### config.mk
export PLATFORM = sky130hd
export DESIGN_NAME = control_sequencer
export DESIGN_NICKNAME = d
export VERILOG_FILES = /design/src/rtl/control_sequencer.sv
export SDC_FILE = /design/constraint.sdc
export NUM_CORES = 1
export LEC_CHECK = 0
export BUFFER_PORTS_ARGS = -buffer_cell sky130_fd_sc_hd__buf_2
export CORE_MARGIN = 2
export CORE_UTILIZATION = 46
export DETAILED_ROUTE_END_ITERATION = 6
export GPL_TIMING_DRIVEN = 0
export PLACE_DENSITY = 0.87
export SYNTH_ARGS = -nofsm -noshare
export SYNTH_HDL_FRONTEND = slang
export SYNTH_SLANG_ARGS = --single-unit
### constraint.sdc
create_clock -name clk -period 1.8 [get_ports clk]
set_input_delay 0.18 -clock clk [delete_from_list [all_inputs] [get_ports clk]]
set_output_delay 0.18 -clock clk [all_outputs]
set_load 0.02 [all_outputs]
### src/rtl/control_sequencer.sv
// control_sequencer: two-phase (fetch/execute) sequencer that holds phase,
// instruction register, PC and C/Z flags, and addresses the microcode decode table.
// Ports:
//   in:  clk, reset_n (async, active-low), halt, instr_data, alu_carry, alu_zero,
//        ctrl_word {incPC,loadPC,loadA,loadFlags,alu[2:0],bus[5:0]}
//   out: decode_addr {IR[15:12],carry_q,zero_q,phase}, pc_addr, operand (IR[11:0]),
//        phase, carry_q, zero_q
// Option SEQ_SINGLE_STEP_EN: adds input step / output stepping; each step pulse
// runs one fetch+execute pair, then the sequencer idles at phase 0.
module control_sequencer #(
    parameter int PC_W    = 12,
    parameter int INSTR_W = 16
) (
    input  logic               clk,
    input  logic               reset_n,
    input  logic               halt,
    input  logic [INSTR_W-1:0] instr_data,
    input  logic               alu_carry,
    input  logic               alu_zero,
    input  logic [12:0]        ctrl_word,
`ifdef SEQ_SINGLE_STEP_EN
    input  logic               step,
    output logic               stepping,
`endif
    output logic [6:0]         decode_addr,
    output logic [PC_W-1:0]    pc_addr,
    output logic [11:0]        operand,
    output logic               phase,
    output logic               carry_q,
    output logic               zero_q
);

    localparam int INC_PC     = 12;
    localparam int LOAD_PC    = 11;
    localparam int LOAD_FLAGS = 9;

    logic               phase_q, phase_d;
    logic [INSTR_W-1:0] ir_q, ir_d;
    logic [PC_W-1:0]    pc_q, pc_d;
    logic               carry_d, zero_d;
    logic               adv;

`ifdef SEQ_SINGLE_STEP_EN
    // run_q is set by the step pulse that performs the fetch edge and
    // cleared by the execute edge, so a step arriving mid-pair is ignored.
    logic run_q, run_d;

    assign adv      = !halt && (run_q || (!phase_q && step));
    assign stepping = !run_q;
`else
    assign adv = !halt;
`endif

    always_comb begin
        phase_d = phase_q;
        ir_d    = ir_q;
        pc_d    = pc_q;
        carry_d = carry_q;
        zero_d  = zero_q;
`ifdef SEQ_SINGLE_STEP_EN
        run_d   = run_q;
`endif
        if (adv) begin
            phase_d = !phase_q;
            if (!phase_q) begin
                ir_d = instr_data;
            end
            // loadPC wins over incPC; the jump target is the IR held
            // from the previous fetch.
            if (ctrl_word[LOAD_PC]) begin
                pc_d = ir_q[PC_W-1:0];
            end else if (ctrl_word[INC_PC]) begin
                pc_d = pc_q + 1'b1;
            end
            if (phase_q && ctrl_word[LOAD_FLAGS]) begin
                carry_d = alu_carry;
                zero_d  = alu_zero;
            end
`ifdef SEQ_SINGLE_STEP_EN
            run_d = !phase_q;
`endif
        end
    end

    always_ff @(posedge clk or negedge reset_n) begin
        if (!reset_n) begin
            phase_q <= 1'b0;
            ir_q    <= '0;
            pc_q    <= '0;
            carry_q <= 1'b0;
            zero_q  <= 1'b0;
`ifdef SEQ_SINGLE_STEP_EN
            run_q   <= 1'b0;
`endif
        end else begin
            phase_q <= phase_d;
            ir_q    <= ir_d;
            pc_q    <= pc_d;
            carry_q <= carry_d;
            zero_q  <= zero_d;
`ifdef SEQ_SINGLE_STEP_EN
            run_q   <= run_d;
`endif
        end
    end

    assign phase       = phase_q;
    assign pc_addr     = pc_q;
    assign operand     = ir_q[11:0];
    assign decode_addr = {ir_q[INSTR_W-1 -: 4], carry_q, zero_q, phase_q};

endmodule
==> flow_summary.ini <==
[detailed_routing]
drc = 0
drtAntennaViolNets = 0
drt-total-wl_um = 3500
avgRoutedWirePerCell_um = 14.5
via_per_inst = 5.45
drtIter0Drc = 51
firstDrtPassIters = 4
vias = 1320

[sta]
worst_pin_slew_ns = 0.678
max_freq_mhz = 642
finalSetupViolCount = 0
fin_crit_sh_pct = 86.5
tns_ns = 0
slew_violations = 0
hold_viol = 0
rsz0062_at_grt = no
maxSlewHeadroom_pct = 54.8
finClkSkew_ns = 0.0118
fin_crit_ns = 1.56

[setup_path]
arrival_ns = 1.83
cp_max_fo = 6
crit_path_start_kind = register
r2r_setup_slack_ns = 0.24
crit_type = reg -> reg
crit_path_end_kind = register
crit_required_ns = 2.07

[synth]
synth_nets = 168
synth_compound_area_share_pct = 14.6
netlist_area_mm2 = 0.00150
synthXorXnorAreaFrac_pct = 0.584
synth.area.mux_share_pct = 14.8
yosysWarningCount = 0
ys_ff_latch = 31
synth_edf_count = 0
syn_inst = 133
synthDistinctLibCells = 36
synth-simple-area-share_pct = 12.5
synth_area_per_cell_um2 = 11.3
ys_seq_area_share_pct = 51.8
ys.flop_type = dfrtp_1
ys_async_sr_fraction_pct = 100
synth_top_family_by_area = multiplexers
synthAdderAreaFrac_pct = 0.835

[clock_network]
clock_path_buffers = 2
cts_tree = built
cts_root_buf = clkbuf_4
cts_sinks = 31
post_cts_buffers = 0
htree_levels = 2
cts_buffers = 5
clock_latency_ns = 0.34
clk_pin_slew_worst_paths_ns = 0.09

[die]
die_w_um = 61.1
std_cell_rows = 20
die-height_um = 61.1
ios = 68
core_area_mm2 = 0.00308
initial_core_util_pct = 48.7
dieArea_mm2 = 0.00373

[grt]
grt_overflow_total = 0
grt_pass1_vias = 1231
grtUsageTotal_pct = 20.9
grt_max_degree = 32
grt_antenna_before_repair = 0
grt_pass1_wl_um = 5690

[placement]
numPlacedInstances = 233
place_congestion = 0.840
dp_hpwl_um = 2590
io_buffers = 56

[hold_path]
hp-class = in -> reg

[power]
cellLeakagePower_uw = 0.000906
power_density_mw_per_mm2 = 1720
peakVddDrop_mv = 0.802

[run_status]
status = finished clean

[final_layout]
nets = 232
syn2layout_area_growth_pct = 27.6
fin_cells = 242
drive_gt1_share_pct = 47.0
n_antenna_cell = 0

[run]
cap_violations = 0
cell type report:
class	count	area, um^2
multi-input combinational	91	649
tap	44	55.1
sequential	31	776
buffer	8	62.6
clock buffer	8	68.8
fill	267	1160
timing repair buffer	57	290
inverter	3	11.3
Yosys cell counts, types with 2 or more instances:
cell	number	area [um^2]
a22oi_1	3	22.5
nor3_1	2	10.0
mux2_2	17	191
nand2_1	4	15.0
inv_1	2	7.51
nor2_1	13	48.8
nand3_1	5	25.0
o21ai_1	2	10.0
buf_2	2	10.0
o21ai_0	10	50.1
nand3b_1	2	15.0
buf_6	2	22.5
o22a_1	3	26.3
mux2i_1	3	30.0
dfrtp_1	31	776
nand4_1	2	12.5
a21oi_1	8	40.0
buf_4	4	30.0
layout by cell type (no fill, tap or decap), types with 3 or more instances in the layout:
cell type   n
a22oi_1     3
dfrtp_1    31
mux2_2     17
a21oi_1     8
o22a_1      3
buf_2      58
clkbuf_4    5
nand3_1     5
nor2_1     13
o21ai_0    10
mux2i_1     3
nand2_1     4
buf_4       4
final timing paths:
path                            cells after the start                     end                   start
worst max-delay path                                5  pc_addr[8]$_DFFE_PN0P_  pc_addr[0]$_DFFE_PN0P_
worst min-delay path                                3     ir_q[8]$_DFFE_PN0P_           instr_data[8]
worst max register to register                      5  pc_addr[8]$_DFFE_PN0P_  pc_addr[0]$_DFFE_PN0P_
worst min register to register                      1    ir_q[15]$_DFFE_PN0P_    ir_q[15]$_DFFE_PN0P_
max in group asynchronous                           2  pc_addr[8]$_DFFE_PN0P_                 reset_n
min in group asynchronous                           2     ir_q[2]$_DFFE_PN0P_                 reset_n
sequential cells by signal, indices dropped and copies added, names as in the netlist:
register	count
ir_q	16
phase	1
carry_q	1
pc_addr	12
zero_q	1
per-stage QoR:
stage	worst slack [ns]	util [%]	instance area, um^2	hold slack (ns)	total power, uW
floorplan	0.302	-	1500	-0.116	2270
global placement	0.315	59.6	1830	0.253	2770
detailed placement	0.263	59.6	1830	0.256	2830
CTS	0.243	62.2	1910	0.0601	3300
global route	0.0934	62.2	1910	0.0550	3500
finish	0.242	62.2	1910	0.0575	3280
layer usage:
metal / vias to the layer above / wire (um) / GRT usage [%]
li1: 621 / - / -
met1: 629 / 1460 / 28.7
met2: 60 / 1730 / 31.2
met3: 10 / 232 / 6.30
met4: 0 / 70 / 8.39
met5: - / 0 / 0
cells by family (layout without fill, tap and decap cells):
family,Yosys count,count (layout)
compound gates,34,34
xor+xnor,1,1
fa+ha+maj,1,1
buf+inv,11,76
flops,31,31
mux,20,20
simple gates,35,35
critical path, stage by stage (launching register included):
cell     delay (ns)
dfrtp_1        0.44
ha_1           0.23
nand3_1        0.16
or3_1          0.35
a21oi_1        0.16
o22a_1         0.15
power breakdown:
part           internal (uW)  switching [uW]  total, uW
clock network            230             240        469
logic                    625             842       1470
registers               1010             333       1340
total                   1870            1420       3280
what timing repair did:
action	CTS	global route
gates resized for setup	0	0
hold endpoints to repair	31	0
hold buffers	1	0
Power figures use the tool's default switching activity.
